$ cat src/rtl/clock_set_ctrl_pkg.sv
// Shared types and BCD helpers for the time-of-day set controller.
package clock_pkg;

  typedef enum logic [2:0] {
    RUN    = 3'd0,
    SET_HH = 3'd1,
    SET_MM = 3'd2,
    SET_AH = 3'd3,
    SET_AM = 3'd4
  } state_t;

  typedef struct packed {
    logic [7:0] hh;
    logic [7:0] mm;
  } hm_t;

  localparam logic [7:0] BCD_HH_MAX = 8'h23;
  localparam logic [7:0] BCD_MM_MAX = 8'h59;

  // BCD +1 with wrap to 00 once max is reached; never produces an A-F nibble.
  function automatic logic [7:0] bcd_inc_wrap(input logic [7:0] value, input logic [7:0] max);
    if (value == max) return 8'h00;
    if (value[3:0] == 4'h9) return {value[7:4] + 4'h1, 4'h0};
    return value + 8'h01;
  endfunction

endpackage

$ cat src/rtl/clock_set_ctrl_if.sv
// Link between the set controller (master) and the BCD time counter (slave).
interface clock_set_ctrl_if;
  logic [7:0] cur_hh;
  logic [7:0] cur_mm;
  logic [7:0] cur_ss;
  logic       tick;
  logic       ld;
  logic [7:0] ld_hh;
  logic [7:0] ld_mm;
  logic [7:0] ld_ss;

  modport master (
    input  cur_hh, cur_mm, cur_ss,
    output tick, ld, ld_hh, ld_mm, ld_ss
  );

  modport slave (
    output cur_hh, cur_mm, cur_ss,
    input  tick, ld, ld_hh, ld_mm, ld_ss
  );
endinterface

$ cat src/rtl/clock_set_ctrl_tick_prescaler.sv
// Divides clk down to a registered one-cycle tick every TICK_DIV cycles.
module tick_prescaler #(
  parameter int TICK_DIV = 50000000
) (
  input  logic clk,
  input  logic reset,
  input  logic run,
  input  logic restart,
  output logic tick
);
  localparam int CW = (TICK_DIV > 2) ? $clog2(TICK_DIV) : 1;

  logic [CW-1:0] cnt;

  always_ff @(posedge clk) begin
    if (reset || !run || restart) begin
      cnt  <= '0;
      tick <= 1'b0;
    end else if (cnt == CW'(TICK_DIV - 1)) begin
      cnt  <= '0;
      tick <= 1'b1;
    end else begin
      cnt  <= cnt + 1'b1;
      tick <= 1'b0;
    end
  end
endmodule

$ cat src/rtl/clock_set_ctrl.sv
// Set-mode FSM, 1 s tick generation and alarm ring for the BCD time-of-day counter.
module clock_set_ctrl
  import clock_pkg::*;
#(
  parameter int          TICK_DIV  = 50000000,
  parameter logic [15:0] ALARM_RST = 16'h0700,
  parameter int          RING_SEC  = 60
) (
  input  logic             clk,
  input  logic             reset,
  input  logic             btn_mode,
  input  logic             btn_inc,
  input  logic             alarm_en,
  clock_set_ctrl_if.master tc,
  output logic [2:0]       mode,
  output logic [7:0]       edit_hh,
  output logic [7:0]       edit_mm,
  output logic [7:0]       al_hh,
  output logic [7:0]       al_mm,
  output logic             ring
);
  localparam int RCW = $clog2(RING_SEC + 1);

  state_t     state, state_nx;
  logic [7:0] edit_hh_nx, edit_mm_nx;
  hm_t        al, al_nx;
  logic       ld_nx, ld_q;
  logic [7:0] ld_hh_q, ld_mm_q;
  logic       tick;
  logic       match, match_d, rise, consume, press_mode, press_inc;
  logic [RCW-1:0] ring_cnt;

  // A press while ringing (or as the ring starts) only acknowledges the alarm.
  always_comb begin
    match      = alarm_en && (tc.cur_hh == al.hh) && (tc.cur_mm == al.mm) && (tc.cur_ss == 8'h00);
    rise       = match && !match_d;
    consume    = ring || rise;
    press_mode = btn_mode && !consume;
    press_inc  = btn_inc && !btn_mode && !consume;
  end

  always_comb begin
    state_nx   = state;
    edit_hh_nx = edit_hh;
    edit_mm_nx = edit_mm;
    al_nx      = al;
    ld_nx      = 1'b0;
    case (state)
      RUN: if (press_mode) begin
        state_nx   = SET_HH;
        edit_hh_nx = tc.cur_hh;
        edit_mm_nx = tc.cur_mm;
      end
      SET_HH:
        if (press_mode)     state_nx   = SET_MM;
        else if (press_inc) edit_hh_nx = bcd_inc_wrap(edit_hh, BCD_HH_MAX);
      SET_MM:
        if (press_mode) begin
          state_nx = SET_AH;
          ld_nx    = 1'b1;
        end else if (press_inc) edit_mm_nx = bcd_inc_wrap(edit_mm, BCD_MM_MAX);
      SET_AH:
        if (press_mode)     state_nx = SET_AM;
        else if (press_inc) al_nx.hh = bcd_inc_wrap(al.hh, BCD_HH_MAX);
      SET_AM:
        if (press_mode)     state_nx = RUN;
        else if (press_inc) al_nx.mm = bcd_inc_wrap(al.mm, BCD_MM_MAX);
      default: state_nx = RUN;
    endcase
  end

  always_ff @(posedge clk) begin
    if (reset) begin
      state   <= RUN;
      edit_hh <= 8'h00;
      edit_mm <= 8'h00;
      al      <= ALARM_RST;
      ld_q    <= 1'b0;
      ld_hh_q <= 8'h00;
      ld_mm_q <= 8'h00;
    end else begin
      state   <= state_nx;
      edit_hh <= edit_hh_nx;
      edit_mm <= edit_mm_nx;
      al      <= al_nx;
      ld_q    <= ld_nx;
      if (ld_nx) begin
        ld_hh_q <= edit_hh;
        ld_mm_q <= edit_mm;
      end
    end
  end

  // match_d tracks match through reset so a match present at release does not ring.
  always_ff @(posedge clk) begin
    match_d <= match;
    if (reset) begin
      ring     <= 1'b0;
      ring_cnt <= '0;
    end else if (rise) begin
      ring     <= 1'b1;
      ring_cnt <= '0;
    end else if (ring) begin
      if (btn_mode || btn_inc || !alarm_en) ring <= 1'b0;
      else if (tick) begin
        if (ring_cnt == RCW'(RING_SEC - 1)) ring <= 1'b0;
        else ring_cnt <= ring_cnt + 1'b1;
      end
    end
  end

  // Freeze decided on the next state so no tick leaks into the first edit cycle.
  tick_prescaler #(.TICK_DIV(TICK_DIV)) u_presc (
    .clk     (clk),
    .reset   (reset),
    .run     ((state_nx != SET_HH) && (state_nx != SET_MM)),
    .restart (ld_nx),
    .tick    (tick)
  );

  assign tc.tick  = tick;
  assign tc.ld    = ld_q;
  assign tc.ld_hh = ld_hh_q;
  assign tc.ld_mm = ld_mm_q;
  assign tc.ld_ss = 8'h00;
  assign mode     = state;
  assign al_hh    = al.hh;
  assign al_mm    = al.mm;
endmodule

$ cat src/flat_wrapper.sv
// flat-port wrapper written by rule: the top's interface ports become plain ports
module clock_set_ctrl_flat import clock_pkg::*;
#(
  parameter int          TICK_DIV  = 50000000,
  parameter logic [15:0] ALARM_RST = 16'h0700,
  parameter int          RING_SEC  = 60
)
  (clk, reset, btn_mode, btn_inc, alarm_en, mode, edit_hh, edit_mm, al_hh, al_mm, ring, tc_cur_hh, tc_cur_mm, tc_cur_ss, tc_tick, tc_ld, tc_ld_hh, tc_ld_mm, tc_ld_ss);
  clock_set_ctrl_if tc_i ();
  input  logic clk;
  input  logic reset;
  input  logic btn_mode;
  input  logic btn_inc;
  input  logic alarm_en;
  output logic [2:0] mode;
  output logic [7:0] edit_hh;
  output logic [7:0] edit_mm;
  output logic [7:0] al_hh;
  output logic [7:0] al_mm;
  output logic ring;
  input wire logic [$bits(tc_i.cur_hh)-1:0] tc_cur_hh;
  input wire logic [$bits(tc_i.cur_mm)-1:0] tc_cur_mm;
  input wire logic [$bits(tc_i.cur_ss)-1:0] tc_cur_ss;
  output wire logic [$bits(tc_i.tick)-1:0] tc_tick;
  output wire logic [$bits(tc_i.ld)-1:0] tc_ld;
  output wire logic [$bits(tc_i.ld_hh)-1:0] tc_ld_hh;
  output wire logic [$bits(tc_i.ld_mm)-1:0] tc_ld_mm;
  output wire logic [$bits(tc_i.ld_ss)-1:0] tc_ld_ss;
  assign tc_i.cur_hh = tc_cur_hh;
  assign tc_i.cur_mm = tc_cur_mm;
  assign tc_i.cur_ss = tc_cur_ss;
  assign tc_tick = tc_i.tick;
  assign tc_ld = tc_i.ld;
  assign tc_ld_hh = tc_i.ld_hh;
  assign tc_ld_mm = tc_i.ld_mm;
  assign tc_ld_ss = tc_i.ld_ss;
  clock_set_ctrl #(.TICK_DIV(TICK_DIV), .ALARM_RST(ALARM_RST), .RING_SEC(RING_SEC)) u_core (.clk(clk), .reset(reset), .btn_mode(btn_mode), .btn_inc(btn_inc), .alarm_en(alarm_en), .tc(tc_i), .mode(mode), .edit_hh(edit_hh), .edit_mm(edit_mm), .al_hh(al_hh), .al_mm(al_mm), .ring(ring));
endmodule
$ cat config.mk
export PLATFORM = sky130hd
export DESIGN_NAME = clock_set_ctrl_flat
export DESIGN_NICKNAME = d
export VERILOG_FILES = /design/src/rtl/clock_set_ctrl_pkg.sv /design/src/rtl/clock_set_ctrl_if.sv /design/src/rtl/clock_set_ctrl_tick_prescaler.sv /design/src/rtl/clock_set_ctrl.sv /design/src/flat_wrapper.sv
export SDC_FILE = /design/constraint.sdc
export NUM_CORES = 1
export LEC_CHECK = 0
export BUFFER_PORTS_ARGS = -buffer_cell sky130_fd_sc_hd__buf_2
export CAP_MARGIN = 25
export CORE_MARGIN = 2
export CORE_UTILIZATION = 50
export DETAILED_ROUTE_END_ITERATION = 10
export GPL_ROUTABILITY_DRIVEN = 0
export GPL_TIMING_DRIVEN = 0
export MAX_ROUTING_LAYER = met4
export PLACE_DENSITY = 0.84
export SLEW_MARGIN = 20
export SYNTH_ARGS = -nofsm -noshare
export SYNTH_HDL_FRONTEND = slang
export SYNTH_SLANG_ARGS = --single-unit
export TNS_END_PERCENT = 1
$ cat constraint.sdc
create_clock -name clk -period 5.1 [get_ports clk]
set_input_delay 0 -clock clk [delete_from_list [all_inputs] [get_ports clk]]
set_output_delay 0 -clock clk [all_outputs]
set_load 0.02 [all_outputs]
==> run metrics, run 1 <==
status complete, no violations; # rows 36; RSZ-0062 raised after global routing no; die area roughly 11000 µm²; width of the die 103 µm; most frequent cells in the layout dfxtp_1 (87), buf_2 (84), nand2_1 (50); largest net degree at the start of global routing 17; crit path kind flip-flop to flip-flop; CTS Buf Count 9; number of H-tree levels 3; grt ovf 0; Seq/Total Area, Yosys ~35%; Multi-input gate area around 2900 µm²; final setup margin ~2.6 ns; # resized after CTS 0; Fill cells around 870; number of global-route vias before repair approximately 4600; syn_area_per_cell around 8.6 µm²; worst clock skew approximately 0.0077 ns; Final nets between 700 and 800; area of the core 9680 µm²; Power Dens Cells around 260 nW/µm²; Post-synth top flop dfxtp_1; initial core utilization 50.8%; Worst Hold Class primary input to flip-flop; via total after detailed routing between 4000 and 5000; DR iter-0 viols 458; drt pass-1 iters 8; Via density ~6; #FFs+latches synth 87; overall routed net length ~14000 µm; Post-synth ARST share 0%; first-pass GRT wire length ~22000 µm; setup tns final 0 ns; worst slack, placed ~2.7 ns; Final min period roughly 2.5 ns; CP Launch Type flip-flop; critical path data arrival time 2.78 ns; initial antenna violation count 0; Storage cell area 1740 µm²; cell count after synthesis roughly 570; number of flops mapped to enable cells by yosys 0; Syn Std Cell Area 4920 µm²; Die Y just over 100 µm; Area Overhead vs Synth 18.0%; P_leak approximately 2.2 nW; CP endpoint kind flip-flop; Detailed Place HPWL roughly 10000 µm; WL per Instance about 17 µm; IO Pins 91; clk root buf clkbuf_8; Slew Limit Fails 0; Detail Route Antenna Nets 0; worst-path maximum fanout 10; worst skew pair latency 0.37 ns; DRC violations left 0; Final Setup Violations 0; Num Clock Sinks between 80 and 90; post-CTS setup buffer count 0; share of layout cells above drive strength 1 21.9%; I/O Buffers a little over 80; GRT Overall Usage a little over a quarter; CTS max path bufs 2; Final Hold Vio Count 0; VDD IR max between 0.00015 and 0.0002 V; CTS tree done; cts hold-fix bufs 6; n_diodes 0; Max-slew headroom 36.0%; number of synthesis warnings 0; clock transition at the registers of the reported paths ~0.090 ns; worst endpoint required time about 5.4 ns; most common cell after layout, fill and taps aside dfxtp_1; Slew @ Worst Pin roughly 0.95 ns; Max-Cap Viols 0; Yosys cell types between 60 and 70; Tcrit/Tclk final 49.5%; FMAX a little under 400 MHz
-- logic make-up (layout without fill, tap and decap cells) --
group                    Yosys count  count (layout)  synth area share [%]
multiplexers                       6               6                  1.30
adder cells (fa/ha/maj)           18              18                  4.57
AND/OR/NAND/NOR                  235             235                  26.5
buffers and inverters             54             157                  6.10
flip-flops                        87              87                  35.4
XOR/XNOR                          50              50                  8.89
AO/OA/AOI/OAI                    120             120                  17.2
other                              1               8                0.0762
-- registers in the layout, summed over array words and instances (netlist names) --
register,cells
u_core.tc.ld_mm,8
u_core.tc.ld_hh,8
u_core.al_mm,8
u_core.edit_mm,8
u_core.ring_cnt,6
u_core.ring,1
u_core.edit_hh,8
u_core.u_presc.cnt,26
u_core.tc.ld,1
u_core.al_hh,8
u_core.u_presc.tick,1
u_core.match_d,1
u_core.mode,3
-- metrics by stage --
stage / hold WS, ns / instance area [µm²] / total power [W] / cells / util [%]
finish: 0.0128 / 5810 / 0.00152 / 814 / 60.0
detailed placement: 0.351 / 5520 / 0.000962 / 792 / 57.0
CTS: 0.00196 / 5810 / 0.00151 / 814 / 60.0
floorplan: 0.187 / 4950 / 0.000886 / 578 / -
global placement: 0.342 / 5520 / 0.000956 / 792 / 57.0
global route: 0.00714 / 5810 / 0.00157 / 814 / 60.0
-- worst max-delay path, stage by stage (launching register included) --
cell and delay [ns]:
dfxtp_1 0.33, clkbuf_1 0.32, xnor2_1 0.19, nand3_1 0.10
nor3_1 0.60, nand2_2 0.30, nand3_2 0.25, buf_4 0.20
o21ai_0 0.11
-- synth_stat cells, types with 9 or more instances --
cell	count	area, µm²
dfxtp_1	87	1740
o31ai_1	9	67.6
ha_1	18	225
xor2_1	27	236
inv_1	15	56.3
or4_1	10	75.1
xnor2_1	23	201
nor2_1	46	173
nand2_1	50	188
clkbuf_1	19	71.3
a211oi_1	9	67.6
a21oi_1	33	165
nand3_1	23	115
buf_4	10	75.1
nand4_1	14	87.6
nor3_1	24	120
o21ai_0	14	70.1
-- worst paths after layout --
kind	slack, ns	endpoint	start	depth (start not counted)
setup reg to reg	2.58	u_core.tc.ld_mm[7]	u_core.al_hh[2]	8
hold reg to reg	0.48	u_core.tc.ld_hh[2]	u_core.tc.ld_hh[2]	1
hold / removal	0.01	u_core.edit_mm[7]	tc_cur_mm[7]	3
setup / recovery	2.58	u_core.tc.ld_mm[7]	u_core.al_hh[2]	8
-- cell type report --
cell class | count | area share [%]
Buffer | 39 | 4.20
Clock buffer | 9 | 2.13
Clock inverter | 7 | 1.77
Inverter | 15 | 0.969
Multi-Input combinational cell | 437 | 50.1
Sequential cell | 87 | 30.0
Tap cell | 133 | 2.87
Timing Repair Buffer | 87 | 8.01
-- power breakdown --
part	internal (W)	switching (W)
Clock	0.000284	0.000275
Combinational	0.0000836	0.000145
Sequential	0.000697	0.0000307
-- metal layers --
| metal | up-vias | wire, µm | part of all wire, % | track usage, % |
|---|---|---|---|---|
| met5 | - | 0 | 0 | - |
| met4 | 0 | 336 | 2.4 | 10.8 |
| met3 | 44 | 1320 | 9.6 | 5.85 |
| met2 | 266 | 6480 | 47 | 43.6 |
| met1 | 2254 | 5590 | 41 | 33.7 |
| li1 | 2274 | - | - | - |
(Power assumes the default switching activity.)
==> run 2: changes to the inputs <==
--- a/config.mk
+++ b/config.mk
@@ -13,7 +13,7 @@
 export GPL_ROUTABILITY_DRIVEN = 0
 export GPL_TIMING_DRIVEN = 0
 export MAX_ROUTING_LAYER = met4
-export PLACE_DENSITY = 0.84
+export PLACE_DENSITY = 0.87
 export SLEW_MARGIN = 20
 export SYNTH_ARGS = -nofsm -noshare
 export SYNTH_HDL_FRONTEND = slang
==> constraint.sdc (replaced) <==
create_clock -name clk -period 2.2 [get_ports clk]
set_input_delay 0 -clock clk [delete_from_list [all_inputs] [get_ports clk]]
set_output_delay 0 -clock clk [all_outputs]
set_load 0.02 [all_outputs]
==> run 2 against run 1 <==
Sequential share of layout area barely moved. Non-clock buffer count fell by 2. First-iteration DRC count fell by 4.8%. Combinational power rose by 140%. Worst setup slack got worse by 2.5 ns. Clock skew rose by 0.012 ns. Worst hold slack improved by 0.0085 ns. Wire length fell by 0.44%. Die area did not move. Cell count fell by 0.25%.
==> run metrics, run 2 (synthesis results as in run 1) <==
met3 usage in global routing under 10%; Max-Cap Viols 0; CP endpoint kind flip-flop; critical path data arrival time around 2.4 ns; I/O Buffers between 80 and 90; overall routed net length between 10000 and 15000 µm; DR iter-0 viols between 400 and 500; Slew @ Worst Pin slightly below 0.7 ns; RSZ-0062 raised after global routing yes; area of the core between 9000 and 10000 µm²; initial antenna violation count 0; first-pass GRT wire length approximately 21000 µm; setup tns final 0 ns; # rows 36; clk root buf clkbuf_8; width of the die slightly above 100 µm; Die Y approximately 100 µm; initial core utilization between 50% and 60%; post-route insts no fill between 800 and 900; number of global-route vias before repair roughly 4500; CP Launch Type flip-flop; Area Overhead vs Synth 18.4%; Num Clock Sinks 87; Tcrit/Tclk final between 90 and 100%; crit path kind flip-flop to flip-flop; DRC violations left 0; Top reg by flops u_core.u_presc.cnt; clock transition at the registers of the reported paths 0.10 ns; VDD IR max 0.000351 V; IO Pins 91; largest net degree at the start of global routing 17; most used routing layer met2; worst clock skew approximately 0.020 ns; worst-path cell chain clkbuf_4 -> mux2i_1 -> nor4_2 -> inv_1 -> a211oi_1 -> o32ai_1; die area ~11000 µm²; P_leak between 2 and 2.5 nW; Largest register FFs 26; drt pass-1 iters 5; Final nets 721; status complete, no violations; Final min period 2.13 ns; Final Setup Violations 0; number of H-tree levels 3; WL per Instance approximately 17 µm; met1 Use GR between 30% and 40%; Worst Hold Class primary input to flip-flop; CTS max path bufs 2; critical path's slowest cell nor4_2; Final Hold Vio Count 0; GRT Overall Usage between 20% and 30%; Detail Route Antenna Nets 0; most frequent cells in the layout dfxtp_1 (84), buf_2 (82), nand2_1 (50); FMAX between 400 and 500 MHz; worst skew pair latency 0.37 ns; Via density 5.92; Slew Limit Fails 0; via total after detailed routing approximately 4800; placed cell count between 700 and 800; share of layout cells above drive strength 1 approximately a quarter; grt ovf 0; Max-slew headroom between 50 and 60%; Power Dens Cells roughly 570 nW/µm²; CTS Buf Count 9; met2 GRT Util about two fifths; n_diodes 0; CTS tree done; fin util ~60%; most common cell after layout, fill and taps aside dfxtp_1; worst endpoint required time between 2 and 2.5 ns; CP peak stage delay roughly 0.52 ns; worst-path maximum fanout 10; Detailed Place HPWL 10000 µm
==> run 2: per-layer routing <==
layer  share of wire [%]  wire length [µm]
met5                   0                 0
met4                 3.2               433
met3                  10              1360
met2                  47              6410
met1                  40              5460
==> run 2: power by group <==
group,switching [W],total (W),internal (W)
Clock,0.000638,0.00106,0.000425
Sequential,0.0000668,0.00168,0.00162
Combinational,0.000349,0.000551,0.000202
==> run 2: layout make-up <==
cell class	instances	area [µm²]
sequential	87	1750
multi-input combinational	437	2980
timing repair buffer	85	445
fill	824	3850
tap	133	166
clock buffer	9	124
inverter	15	56.3
clock inverter	7	52.6
buffer	39	259
==> run 2: stage by stage <==
step                      setup WS (ns)  power [W]  cell area, µm²  hold slack, ns
final                            0.0662    0.00330            5830          0.0213
after global routing            -0.0983    0.00342            5830         0.00483
after CTS                        0.0159    0.00327            5760        0.000248
after detailed placement        -0.0864    0.00223            5520           0.378
after global placement         -0.00180    0.00221            5520           0.375
after floorplan                   0.105    0.00205            4950           0.187
==> run 2: timing repair <==
| action | 4_1_cts | 5_1_grt |
|---|---|---|
| buffers inserted | 0 | 0 |
| hold buffers | 4 | 0 |
| resized for setup | 6 | 21 |
| setup endpoints to repair | 40 | 61 |
| hold endpoints to repair | 4 | 0 |
| gates cloned | 0 | 0 |
==> run 2: worst paths after layout <==
path / from / endpoint / slack, ns / cells after the start
setup / recovery: u_core.mode[1] / u_core.edit_mm[4] / 0.07 / 6
hold / removal: tc_cur_mm[2] / u_core.edit_mm[2] / 0.02 / 3
hold reg to reg: u_core.tc.ld_hh[3] / u_core.tc.ld_hh[3] / 0.48 / 1
setup reg to reg: u_core.mode[1] / u_core.edit_mm[4] / 0.07 / 6
==> run 2: worst max-delay path: cells and delay by family, from the launching register on <==
kind | cells | cell delay (ns)
simple gates | 1 | 0.52
compound gates | 2 | 0.51
buf+inv | 2 | 0.48
flops | 1 | 0.38
mux | 1 | 0.10
==> run 3: changes to the inputs <==
--- a/config.mk
+++ b/config.mk
@@ -13,7 +13,7 @@
 export GPL_ROUTABILITY_DRIVEN = 0
 export GPL_TIMING_DRIVEN = 0
 export MAX_ROUTING_LAYER = met4
-export PLACE_DENSITY = 0.87
+export PLACE_DENSITY = 0.84
 export SLEW_MARGIN = 20
 export SYNTH_ARGS = -nofsm -noshare
 export SYNTH_HDL_FRONTEND = slang
==> constraint.sdc (replaced) <==
create_clock -name clk -period 2.5 [get_ports clk]
set_input_delay 0 -clock clk [delete_from_list [all_inputs] [get_ports clk]]
set_output_delay 0 -clock clk [all_outputs]
set_load 0.02 [all_outputs]
==> run 3 against run 2 <==
Via count rose by 0.52%. Highest routed layer unchanged. Fmax fell by 8.5%. Clock power rose by 8%. Cell count rose by 0.25%. Total power fell by 6.0%. First-iteration DRC count rose by 10%. Combinational power fell by 15%. Largest power group unchanged.
==> run metrics, run 3 (synthesis results as in run 1) <==
worst-path cell chain buf_2 -> mux2i_1 -> nor4_1 -> inv_1 -> nor2_1 -> a211oi_1; clk root buf clkbuf_8; fin util 60.1%; largest net degree at the start of global routing 17; CTS tree done; die area ~11000 µm²; FMAX roughly 430 MHz; Final Hold Vio Count 0; number of H-tree levels 3; Design Power 0.00310 W; DR iter-0 viols 481; CP endpoint kind flip-flop; Largest register FFs 26; status complete, no violations; I/O Buffers ~80; RSZ-0062 raised after global routing no; placed cell count between 700 and 800; via total after detailed routing slightly below 5000; critical path's slowest cell nor4_1; Final Setup Violations 0; R2R Setup Slk about 0.17 ns; P_leak approximately 2.2 nW; number of global-route vias before repair 4563; crit path kind flip-flop to flip-flop; Final nets slightly above 700; initial antenna violation count 0; grt ovf 0; Placed Area 5520 µm²; Via density 5.94; design area slightly below 6000 µm²; most frequent cells in the layout dfxtp_1 (87), buf_2 (84), nand2_1 (50); drt pass-1 iters 5; Tcrit/Tclk final between 90% and 100%; Detail Route Antenna Nets 0; Detailed Place HPWL between 10000 and 15000 µm; CP peak stage delay between 0.7 and 0.8 ns; Power Dens Cells between 500 and 600 nW/µm²; share of layout cells above drive strength 1 approximately 22%; Final min period around 2.3 ns; most common cell after layout, fill and taps aside dfxtp_1; FF-to-FF path depth 6; Num Clock Sinks just under 90; Area Overhead vs Synth 18.1%; CTS Buf Count 9; CP Launch Type flip-flop; Critical R2R Launch u_core.mode[1]; post-route insts no fill between 800 and 900; r2r endpoint u_core.edit_mm[0]; worst skew pair latency around 0.38 ns; WL per Instance ~17 µm; critical path data arrival time approximately 2.6 ns; Slew @ Worst Pin ~0.96 ns; setup tns final 0 ns; # rows 36; VDD IR max 0.000366 V; Max-Cap Viols 0; DRC violations left 0; Worst Setup SP u_core.mode[1]; worst clock skew 0.00805 ns; initial core utilization about 51%; Slew Limit Fails 0; first-pass GRT wire length 21900 µm; CP Capture Point u_core.edit_mm[0]; n_diodes 0; IO Pins 91; width of the die roughly 100 µm; Max-slew headroom roughly a third; area of the core slightly below 10000 µm²; Worst Hold Class primary input to flip-flop; clock transition at the registers of the reported paths 0.09 ns; Die Y approximately 100 µm; GRT Overall Usage 27.2%; worst-path maximum fanout 10; worst endpoint required time between 2 and 3 ns; Top reg by flops u_core.u_presc.cnt; CTS max path bufs 2; overall routed net length 13800 µm
run 3: through the flow:
stage                     worst slack [ns]  hold WS (ns)
after floorplan                      0.405         0.187
after CTS                           0.0476       0.00196
after detailed placement            0.0885         0.351
after global placement               0.190         0.342
after global routing               0.00184       0.00714
final                                0.169       0.00271
run 3: per-layer routing:
metal  part of all wire, %  vias to the layer above  GRT usage, %
met4                   2.5                        0          10.8
met5                     0                        -             -
met2                    47                      248          43.6
met3                   7.9                       42          5.85
met1                    42                     2269          33.7
li1                      -                     2273             -
run 3: worst min-delay path by stage:
stage,startpoint,endpoint,slack [ns],cells past startpoint
after global placement,btn_inc,u_core.ring,0.34,4
after floorplan,btn_mode,u_core.ring,0.19,3
after global routing,tc_cur_mm[7],u_core.edit_mm[7],0.007,3
after CTS,tc_cur_mm[7],u_core.edit_mm[7],0.002,3
after detailed placement,btn_inc,u_core.ring,0.35,4
final,tc_cur_mm[7],u_core.edit_mm[7],0.003,3
run 3: layout make-up:
cell class              instances  area (µm²)
inverters                      15        56.3
plain buffers                  39         244
repair buffers                 87         465
well taps                     133         166
clock buffers                   9         124
clock inverters                 7         103
multi-input cells             437        2920
fillers                       875        3870
flip-flops and latches         87        1740
run 3: worst max-delay path: cells and delay by family, from the launching register on:
family	cells	cell delay (ns)
simple gates	2	1.06
flops	1	0.39
compound gates	1	0.12
mux	1	0.10
buf+inv	2	0.53
run 3: repair_timing:
item                                    in CTS  in global routing
endpoints found under the setup margin       0                 34
resized for setup                            0                  2
hold endpoints to repair                     5                  0
hold buffers                                 6                  0
setup buffers                                0                  0
run 3: power by group:
group | switching [W] | internal (W) | total, W
clock network | 0.000565 | 0.000579 | 0.00114
registers | 0.0000631 | 0.00142 | 0.00149
logic | 0.000297 | 0.000171 | 0.000468
